## config.mk

```make
export PLATFORM = sky130hd
export DESIGN_NAME = regfile_sb
export DESIGN_NICKNAME = d
export VERILOG_FILES = /design/src/rtl/regfile_pkg.sv /design/src/rtl/regfile_scoreboard.sv /design/src/rtl/regfile_sb.sv
export SDC_FILE = /design/constraint.sdc
export NUM_CORES = 2
export LEC_CHECK = 0
export CORE_MARGIN = 2
export CORE_UTILIZATION = 35
export CTS_CLUSTER_SIZE = 30
export DETAILED_ROUTE_END_ITERATION = 7
export GPL_TIMING_DRIVEN = 0
export PLACE_DENSITY = 0.58
export SYNTH_ARGS = -nofsm -noshare
export SYNTH_HDL_FRONTEND = slang
export SYNTH_SLANG_ARGS = --single-unit
```

## constraint.sdc

```tcl
create_clock -name clk -period 3.4 [get_ports clk]
set_input_delay 0.68 -clock clk [delete_from_list [all_inputs] [get_ports clk]]
set_output_delay 0.68 -clock clk [all_outputs]
set_load 0.005 [all_outputs]
```

## src/rtl/regfile_pkg.sv

```systemverilog
// Shared defaults and types for the regfile_sb register file.
// The optional same-cycle write bypass is enabled with the REGFILE_BYPASS_EN macro.
package regfile_pkg;

  localparam int XLEN_DEFAULT  = 32;
  localparam int NREGS_DEFAULT = 32;
  localparam int AW_DEFAULT    = $clog2(NREGS_DEFAULT);

  typedef logic [AW_DEFAULT-1:0]   reg_addr_t;
  typedef logic [XLEN_DEFAULT-1:0] data_word_t;

endpackage

```

## src/rtl/regfile_scoreboard.sv

```systemverilog
// Busy-bit scoreboard: one set/clear flag per register plus two lookup ports.
// With REGFILE_BYPASS_EN defined, a same-cycle write masks the looked-up busy flag.
module regfile_scoreboard
  import regfile_pkg::*;
#(
  parameter  int NREGS = NREGS_DEFAULT,
  localparam int AW    = $clog2(NREGS)
) (
  input  logic          clk,
  input  logic          rstn,
  input  logic [AW-1:0] rs1_addr,
  input  logic [AW-1:0] rs2_addr,
  output logic          rs1_busy,
  output logic          rs2_busy,
  input  logic          w0_en,
  input  logic [AW-1:0] w0_addr,
  input  logic          w1_en,
  input  logic [AW-1:0] w1_addr,
  input  logic          alloc_en,
  input  logic [AW-1:0] alloc_addr,
  input  logic          flush
);

  logic [NREGS-1:0] r_busy;
  logic [NREGS-1:0] w_busy_nxt;
  logic [AW-1:0]    w_rd_addr [2];
  logic             w_rd_busy [2];

  // Priority, lowest to highest: write clears, alloc sets, flush clears all.
  always_comb begin
    // NOTE: the default assignment first means every path drives w_busy_nxt, so no latch is inferred.
    w_busy_nxt = r_busy;
    if (w0_en)    w_busy_nxt[w0_addr]    = 1'b0;
    if (w1_en)    w_busy_nxt[w1_addr]    = 1'b0;
    if (alloc_en) w_busy_nxt[alloc_addr] = 1'b1;
    if (flush)    w_busy_nxt             = '0;
    w_busy_nxt[0] = 1'b0;
  end

  always_ff @(posedge clk or negedge rstn) begin
    if (!rstn) r_busy <= '0;
    else       r_busy <= w_busy_nxt;
  end

  assign w_rd_addr[0] = rs1_addr;
  assign w_rd_addr[1] = rs2_addr;

  always_comb begin
    for (int p = 0; p < 2; p++) begin
      w_rd_busy[p] = r_busy[w_rd_addr[p]];
`ifdef REGFILE_BYPASS_EN
      if (w_rd_addr[p] != '0 &&
          ((w0_en && w0_addr == w_rd_addr[p]) || (w1_en && w1_addr == w_rd_addr[p])) &&
          !(alloc_en && alloc_addr == w_rd_addr[p]))
        w_rd_busy[p] = 1'b0;
`endif
    end
  end

  assign rs1_busy = w_rd_busy[0];
  assign rs2_busy = w_rd_busy[1];

endmodule

```

## src/rtl/regfile_sb.sv

```systemverilog
// Two-read / two-write register file with integrated busy-bit scoreboard; x0 reads as zero.
// Define REGFILE_BYPASS_EN to forward same-cycle write data to the read ports.
module regfile_sb
  import regfile_pkg::*;
#(
  parameter  int XLEN  = XLEN_DEFAULT,
  parameter  int NREGS = NREGS_DEFAULT,
  localparam int AW    = $clog2(NREGS)
) (
  input  logic            clk,
  input  logic            rstn,
  input  logic [AW-1:0]   rs1_addr,
  input  logic [AW-1:0]   rs2_addr,
  output logic [XLEN-1:0] rs1_data,
  output logic [XLEN-1:0] rs2_data,
  output logic            rs1_busy,
  output logic            rs2_busy,
  input  logic            w0_en,
  input  logic [AW-1:0]   w0_addr,
  input  logic [XLEN-1:0] w0_data,
  input  logic            w1_en,
  input  logic [AW-1:0]   w1_addr,
  input  logic [XLEN-1:0] w1_data,
  input  logic            alloc_en,
  input  logic [AW-1:0]   alloc_addr,
  input  logic            flush
);

  logic [XLEN-1:0] r_regs    [NREGS];
  logic [AW-1:0]   w_rd_addr [2];
  logic [XLEN-1:0] w_rd_data [2];

  always_ff @(posedge clk or negedge rstn) begin
    if (!rstn) begin
      // NOTE: the array is reset because every read must return 0 during and after reset; this keeps it in flops.
      for (int i = 0; i < NREGS; i++) r_regs[i] <= '0;
    end else begin
      // NOTE: non-blocking assignments; the later w0 statement wins when both ports hit one address.
      if (w1_en && w1_addr != '0) r_regs[w1_addr] <= w1_data;
      if (w0_en && w0_addr != '0) r_regs[w0_addr] <= w0_data;
    end
  end

  assign w_rd_addr[0] = rs1_addr;
  assign w_rd_addr[1] = rs2_addr;

  always_comb begin
    for (int p = 0; p < 2; p++) begin
      w_rd_data[p] = r_regs[w_rd_addr[p]];
      if (w_rd_addr[p] == '0) begin
        w_rd_data[p] = '0;
      end
`ifdef REGFILE_BYPASS_EN
      else if (w0_en && w0_addr == w_rd_addr[p]) begin
        w_rd_data[p] = w0_data;
      end else if (w1_en && w1_addr == w_rd_addr[p]) begin
        w_rd_data[p] = w1_data;
      end
`endif
    end
  end

  assign rs1_data = w_rd_data[0];
  assign rs2_data = w_rd_data[1];

  regfile_scoreboard #(.NREGS(NREGS)) u_scoreboard (
    .clk        (clk),
    .rstn       (rstn),
    .rs1_addr   (rs1_addr),
    .rs2_addr   (rs2_addr),
    .rs1_busy   (rs1_busy),
    .rs2_busy   (rs2_busy),
    .w0_en      (w0_en),
    .w0_addr    (w0_addr),
    .w1_en      (w1_en),
    .w1_addr    (w1_addr),
    .alloc_en   (alloc_en),
    .alloc_addr (alloc_addr),
    .flush      (flush)
  );

endmodule

```

Word level (Yosys, flattened, before mapping) --
Cells that the tools add are included.
Operators by class: reductions and logical operators 11, muxes and demuxes 30, $lt $le $gt $ge 14, bitwise gates (word level) 9
Operators with widths (number):
- bitwise mux 1024 bit | 2
- two-way mux 1024 bit | 2
- two-way mux 32 bit | 12
- binary-select mux 32 bit (select 5 bit) | 2
- demux 32 bit (select 5 bit) | 2
- AND 32 bit | 2
- inverter 32 bit | 2
- OR 32 bit | 1
- less-than comparator 5 x 6 -> 1 bit (second input constant) | 5
- >= comparator 6 bit (second input constant) | 4
- inverter 5 -> 6 bit | 4
- demux 1 bit (select 5 bit) | 3
- >= comparator 5 x 1 -> 1 bit (second input constant) | 3
- less-than comparator 6 x 1 -> 1 bit (second input constant) | 2
- binary-select mux 1 bit (select 5 bit) | 2
- zero test 5 bit | 2
- nonzero test 5 bit | 2
- logical AND 1 bit | 7
- two-way mux 1 bit | 5
Word-level totals: input bits 95, word-level logic and storage cells 97, flip-flop bits (word level) 1055, output and inout bits 66

Longest topological paths before layout --
depth in word-level cells 12, depth in mapped cells 8

By module --
From an unflattened synthesis, not the netlist that was laid out.
Unflattened totals: cells, all modules 6392, area total of the unflattened synthesis 66266.1 µm²
By module, submodules not included:
- regfile_sb | area each 64012.6 µm², cells an instance 6147, times used 1
- regfile_scoreboard | area each 2253.4 µm², cells an instance 245, times used 1

Worst setup path after synthesis --
No wires, ideal clock.
path type in2out, start input rs2_addr[1], end output rs2_busy, arrival time 2.304 ns, stages 6, buffers on the path 3, required time 2.720 ns, slack 0.416 ns, cells stage by stage buf_2 -> buf_6 -> buf_2 -> mux4_2 -> mux4_2 -> mux2_2
On the way: longest elaborated chain between the ends 2
RTL lines:
- from (decl) | RTL line regfile_sb.sv:13 | input logic [AW-1:0] rs2_addr,
- binary-select mux 1 bit (select 5 bit) | RTL line regfile_scoreboard.sv:50 | w_rd_busy[p] = r_busy[w_rd_addr[p]];
- two-way mux 1 bit (not written as such) | RTL line regfile_scoreboard.sv:50
- to (decl) | RTL line regfile_sb.sv:17 | output logic rs2_busy,
No other way between the ends. The select of a mux whose other input is x is not followed.

Final worst setup path --
start input w1_en, end register r_regs[92] (netlist name)
On the way: longest elaborated chain between the ends 4
RTL lines:
- from (decl) | RTL line regfile_sb.sv:21 | input logic w1_en,
- logical AND 1 bit (*) | RTL line regfile_sb.sv:39 | if (w1_en && w1_addr != '0) r_regs[w1_addr] <= w1_data;
- two-way mux 1024 bit (*) | RTL line regfile_sb.sv:39
- bitwise mux 1024 bit | RTL line regfile_sb.sv:40 | if (w0_en && w0_addr != '0) r_regs[w0_addr] <= w0_data;
- two-way mux 1024 bit (*) | RTL line regfile_sb.sv:40
- to (signal, indexed assignment) | RTL line regfile_sb.sv:39
- to (signal, indexed assignment) | RTL line regfile_sb.sv:40
- to (decl) | RTL line regfile_sb.sv:29 | logic [XLEN-1:0] r_regs [NREGS];
Mark *: on every way between the ends. The rest lies on a longest branch, timed or not.

==> run_results.csv <==
group,metric,value,unit
die,chipHeight,435,µm
routing,drc,0,
critical_path,number_of_cells_on_the_worst_reg_to_reg_path,2,
grt,grt_max_degree,165,
critical_path,worstReg2RegStart,"r_regs[971]",
finish,layout.cells.most_common_list,"sky130_fd_sc_hd__dfrtp_1, sky130_fd_sc_hd__mux2i_1, sky130_fd_sc_hd__nand2_1",
sta,layout_setup_ws,-0.199,ns
finish,num-nets-final,6771,
flow_run,max_cap_violations,1,
power_and_ir_drop,leakagePower,0.0345,µW
critical_path,cp_max_fo,10,
power_and_ir_drop,total_power,45800,µW
sta,maxSlewViolCount,11,
sta,rsz0062_at_grt,"yes",
die,row_count,158,
routing,detail_route.first_pass.iterations,6,
synth,synthesis.area,65000,µm²
cts,worst_skew_pair.late_latency,0.78,ns
sta,finalClockSkew,0,ns
critical_path,worst_r2r_endpoint,"r_regs[971]",
placement,place.gp.congestion,1.06,
routing,routed_wl,362000,µm
synth,postSynthCellCount,6299,
grt,antenna_found_initial,13,
finish,design_area,79100,µm²
synth,seq_area_frac_synth,0.406,
cts,tritoncts,"done",
placement,dp_hpwl,277000,µm
die,core_area,185000,µm²
die,fp.dieW,435,µm
finish,mostFrequentLayoutCell,"sky130_fd_sc_hd__dfrtp_1",
cts,clock_tree.htree_level_count,3,
sta,timing.slew.headroom,-0.0301,
critical_path,critPathKind,"in -> reg",
status,violations,"max-capacitance violations, max-slew violations, negative setup slack",
finish,areaGrowthSynthToFinish,21.7,%
sta,finalCriticalPeriod,3.60,ns
placement,pre_cts_slack,-3.14,ns
cts,cts_buffer_depth,3,
sta,finalCritPeriodShare,1.06,
sta,fmaxAchievable,278,MHz
routing,total_number_of_vias,60400,
hold_path,min_path_type,"in -> async",
synth,mean_instance_size_in_the_synthesized_netlist,10.3,µm²
cts,clk_tree_root_cell,"sky130_fd_sc_hd__clkbuf_16",
synth,synthDistinctLibCells,44,
routing,drtIter0Drc,9880,
sta,setup_viol_count_final,100,
cts,clkTransAtPathRegs,0.06,ns
power_and_ir_drop,vdd_ir_drop_max,0.469,mV
die,initial_utilization,0.352,
synth,syn_nets,6394,
sta,totalNegativeSetupSlack,-6.03,ns
power_and_ir_drop,cellPowerDensity,579,nW/µm²
sta,max_slew.worst_pin.slew,1.55,ns
critical_path,cp-end-kind,"flop",
routing,wl_per_cell,39.1,µm
synth,synth_warnings,0,
critical_path,arrival_time_worst_endpoint,4.30,ns
routing,ant_nets,0,
cts,inserted_clock_buffers,120,
die,die_area,189000,µm²
sta,final-hold-violation-count,0,
grt,grt_pass1_wl,486000,µm
critical_path,critical_path_required,4.11,ns
routing,viasPerCell,6.52,
critical_path,r2r_slack,2.47,ns
status,status,"complete, but fails checks",
critical_path,startpoint_type,"input pin",
synth,flip_flop_and_latch_count_after_synthesis,1055,
die,floorplan.io_pins,161,
cts,cts.sink_count,1055,
sta,worst_hold_slack,0.455,ns
grt,grt_overflow_total,0,
placement,portBuffers,147,
synth,synth_async_sr_flop_share,1.00,
grt,vias_in_the_first_global_route,58500,
finish,layout-drive-gt1-share,0.212,
placement,placed_area,69900,µm²
synth,synth_edf_count,0,
synth,yosys_most_used_dff,"sky130_fd_sc_hd__dfrtp_1",
grt,grt_use_total,0.370,
[metrics by stage]
stage / util / instances
after floorplan: - / 6299
after global placement: 0.376 / 8926
after detailed placement: 0.378 / 8936
after CTS: 0.425 / 9221
after global routing: 0.428 / 9247
final: 0.428 / 9257
[layer usage]
layer	wire, µm	vias up	share of wire	global-route usage
met5	85	-	0.00024	0
met4	36800	14	0.10	0.312
met3	42900	1272	0.12	0.112
met2	153000	4627	0.42	0.539
met1	129000	30700	0.36	0.450
li1	-	23800	-	-
[cells by family (layout without fill, tap and decap cells)]
family | count (synthesis) | in the layout | share of synthesized area
AO/OA/AOI/OAI | 1532 | 1532 | 0.139
AND/OR/NAND/NOR | 1511 | 1511 | 0.0950
multiplexers | 1421 | 1421 | 0.310
flip-flops | 1055 | 1055 | 0.406
buffers and inverters | 780 | 1246 | 0.0502
other | 0 | 12 | 0
[worst max-delay path, cell delays in order]
cell and delay (ns):
sky130_fd_sc_hd__clkbuf_1 0.57, sky130_fd_sc_hd__clkbuf_1 1.19, sky130_fd_sc_hd__o211a_1 0.55, sky130_fd_sc_hd__buf_1 0.90
sky130_fd_sc_hd__a22oi_1 0.17, sky130_fd_sc_hd__a21oi_1 0.22
[flip-flops by register name (all words and copies together), names as in the netlist]
register             cells
r_regs                1024
u_scoreboard.r_busy     31
[worst max path at each step]
stage,startpoint,endpoint,slack (ns),depth (start not counted)
6_report,w1_en,r_regs[92],-0.20,6
5_1_grt,rs1_addr[1],rs1_data[2],-0.1,8
4_1_cts,rs1_addr[1],rs1_data[1],-0.07,8
3_5_place_dp,rs1_addr[3],rs1_data[15],-3.14,7
3_3_place_gp,rstn,r_regs[228],-49.94,1
2_1_floorplan,rs2_addr[1],rs2_busy,0.42,6
[area by class of cell]
type | count | area [µm²]
clock inverters | 36 | 544
diodes | 12 | 30.0
plain buffers | 770 | 4980
repair buffers | 262 | 2830
clock buffers | 175 | 3580
well taps | 2480 | 3100
flip-flops and latches | 1055 | 26400
inverters | 3 | 18.8
multi-input cells | 4464 | 37700
fillers | 17700 | 106000
[power breakdown]
part | switching [µW] | leakage, µW | internal, µW | total, µW
Combinational | 6810 | 0.0194 | 6160 | 13000
Clock | 6010 | 0.00204 | 8260 | 14300
Sequential | 2880 | 0.0130 | 15700 | 18600
Total | 15700 | 0.0345 | 30100 | 45800
[synthesized netlist by cell type, drive strengths merged, types with 20 or more instances]
cell	n	area, µm²
dfrtp	1055	26400
mux2i	889	8900
nand2	748	2810
nor2	593	2230
o21ai	583	2920
clkbuf	559	2100
mux4	466	10500
a21oi	431	2160
buf	218	1160
a22oi	188	1410
a31oi	98	613
nor2b	70	438
mux2	66	743
a211oi	64	480
a311oi	64	561
a221oi	52	455
nand3b	22	165
nand3	21	105
a32oi	20	175
[timing repair]
item / 4_1_cts / 5_1_grt
pin swaps: 132 / 61
hold buffers: 1 / 0
setup buffers: 69 / 27
gates cloned: 8 / 1
gates resized for setup: 1097 / 83
endpoints found under the hold margin: 92 / 0
endpoints found under the setup margin: 92 / 143
No activity file was read; power rests on OpenSTA's default activity.
==> variant: new RTL, same flow settings <==
Reset style: synchronous (`rstn`), changed in 2 clocked blocks.
--- a/src/rtl/regfile_scoreboard.sv
+++ b/src/rtl/regfile_scoreboard.sv
@@ -38,5 +38,5 @@
   end
 
-  always_ff @(posedge clk or negedge rstn) begin
+  always_ff @(posedge clk) begin
     if (!rstn) r_busy <= '0;
     else       r_busy <= w_busy_nxt;
--- a/src/rtl/regfile_sb.sv
+++ b/src/rtl/regfile_sb.sv
@@ -31,5 +31,5 @@
   logic [XLEN-1:0] w_rd_data [2];
 
-  always_ff @(posedge clk or negedge rstn) begin
+  always_ff @(posedge clk) begin
     if (!rstn) begin
       // NOTE: the array is reset because every read must return 0 during and after reset; this keeps it in flops.
Function: not settled (the Yosys comparison gave no result); the edit may change what the design does.
==> variant against the original RTL <==
  * Via count is 17% lower
  * Highest routed layer unchanged
  * Area after synthesis is 7.2% lower
  * Routed wire length is 16% lower
  * Synthesized cell count is 35% lower
  * Sequential cell count stayed put
  * Largest cell class is now registers
  * Final cell count is 24% lower
  * Utilization is 2.0 points higher
  * The flow finishes with violations (setup timing)
  * Global-route usage is 3.4 points lower
  * Setup slack worse by 0.033 ns
  * Cell area is 2.9% lower
  * Register-to-register slack better by 0.23 ns
  * Critical path type is now primary input to primary output
  * Sequential share of layout area is 7.5 points higher
Power is not compared: it rests on default switching activity, and its combinational part moved more than twofold at a synthesized area within 25%.
==> variant: results (changes against the original RTL) <==
[status]
status=complete, but fails checks
violations=setup timing

[drt]
num_vias=50300  ; -17%
first_iter_violations=8861  ; -10%
vias_per_cell=7.14  ; +9.5%
dr.pass1.iters=7  ; +1

[sta]
worst_slack_ns=-0.232  ; -0.0332 ns
finalSetupViolations=83  ; -17%
worst_slew_pin_slew_ns=1.33  ; -0.217 ns
final.setup.tns_ns=-4.39  ; +1.64 ns

[synth]
synth.avg_cell_area_sq_um=14.7  ; +42%
synth_common_cells=1024 x edfxtp_1, 992 x a22o_1, 466 x mux4_2
synth_cell_types=51  ; +16%
synth_area_leaders=edfxtp_1 51%, mux4_2 17%, a22o_1 14%, clkbuf_1 2.8%, mux2i_1 2.2%
ys.flop_type=edfxtp_1
async_flop_share=0  ; -1.00
synth_seq_area_share=0.520  ; +0.114
synth_enable_flop_cells=1024  ; +1024

[global_route]
grt_max_degree=27  ; -84%
grt_use_met1=0.417  ; -0.0324
use_met2=0.472  ; -0.0667
antenna_found_initial=11  ; -2
grtUsageTotal=0.336  ; -0.0344
grt_pass1_wl_um=402000  ; -17%

[setup_path]
rrSetupSlack_ns=2.70  ; +0.23 ns
r2r-start=u_scoreboard.r_busy[15]
arrival_ns=2.95  ; -1.35 ns
reg2reg_to=u_scoreboard.r_busy[15]

[place]
dp.cells=6645  ; -26%
post-dp-hpwl_um=217000  ; -22%
place_congestion=1.04  ; -2.4%
io_buffers=146  ; -0.68%
placed_cell_area_sq_um=65900  ; -5.7%

[cells_and_area]
drive_above_1_share=0.351  ; +0.139

[clock_tree]
post-cts-setup-buffers=114  ; +65%
clkLatencyLatePin_ns=0.75  ; -0.03 ns

==> variant: cell types whose count changed in the layout (fill, tap and decap cells not counted), sizes merged, moves of 32 or more <==
cell | before | now
nor2 | 593 | 85
o21ai | 583 | 111
a22oi | 188 | 124
a21oi | 431 | 6
dfrtp | 1055 | 0
conb | 0 | 32
clkbuf | 742 | 593
nand2 | 748 | 68
buf | 361 | 448
mux2i | 889 | 130
a22o | 0 | 992
edfxtp | 0 | 1024
a31oi | 98 | 0
==> variant: per-stage QoR <==
step	hold WS, ns	setup slack [ns]
floorplan	0.477	0.357
global placement	0.500	-3.05
detailed placement	0.505	-3.02
CTS	0.521	-0.147
global route	0.536	-0.194
finish	0.521	-0.232
==> variant: power breakdown <==
part / leakage [uW] / total (uW) / internal (uW) / switching [uW]
Clock: 0.00198 / 13900 / 8030 / 5850
Sequential: 0.0100 / 15400 / 15000 / 421
Combinational: 0.0138 / 6470 / 2540 / 3930
==> variant: worst max-delay path by stage <==
stage                startpoint      endpoint  cells past startpoint
detailed placement  rs1_addr[0]  rs1_data[22]                      9
CTS                 rs2_addr[1]  rs2_data[22]                      9
global placement    rs1_addr[0]  rs1_data[21]                      9
global route        rs1_addr[1]  rs1_data[30]                     10
finish              rs1_addr[2]  rs1_data[30]                      6
floorplan            w0_addr[4]  r_regs[1][0]                      4
==> variant: layout make-up <==
| type | instances | area (sq um) | share of cell area |
|---|---|---|---|
| Clock inverter | 71 | 851 | 0.0111 |
| Inverter | 4 | 22.5 | 0.000293 |
| Sequential cell | 1055 | 31400 | 0.408 |
| Antenna cell | 6 | 15.0 | 0.000195 |
| Timing Repair Buffer | 374 | 4200 | 0.0546 |
| Tap cell | 2310 | 2890 | 0.0376 |
| Clock buffer | 155 | 3220 | 0.0419 |
| Buffer | 618 | 4400 | 0.0572 |
| Multi-Input combinational cell | 2448 | 29900 | 0.389 |
==> variant: metal layers <==
layer	part of all wire	wire (um)	vias to the layer above
met3	0.14	43700	1161
li1	-	-	18600
met1	0.35	105000	25700
met2	0.41	124000	4893
met4	0.10	30500	8
met5	0.00020	59	-
==> variant: logic make-up (layout without fill, tap and decap cells) <==
kind of cell | count (synthesis) | count (layout) | synth area share
DFF | 1055 | 1055 | 0.520
and+or+nand+nor | 325 | 325 | 0.0328
other | 1 | 38 | 0.0000621
buffers and inverters | 629 | 1222 | 0.0433
muxes | 662 | 662 | 0.208
AOI/OAI and AO/OA | 1429 | 1429 | 0.196
==> variant: worst max-delay path: stages <==
cell and delay (ns):
clkbuf_2 0.24, buf_2 0.50, mux4_2 0.31, a22oi_1 0.14, a311oi_4 0.81, buf_2 0.25
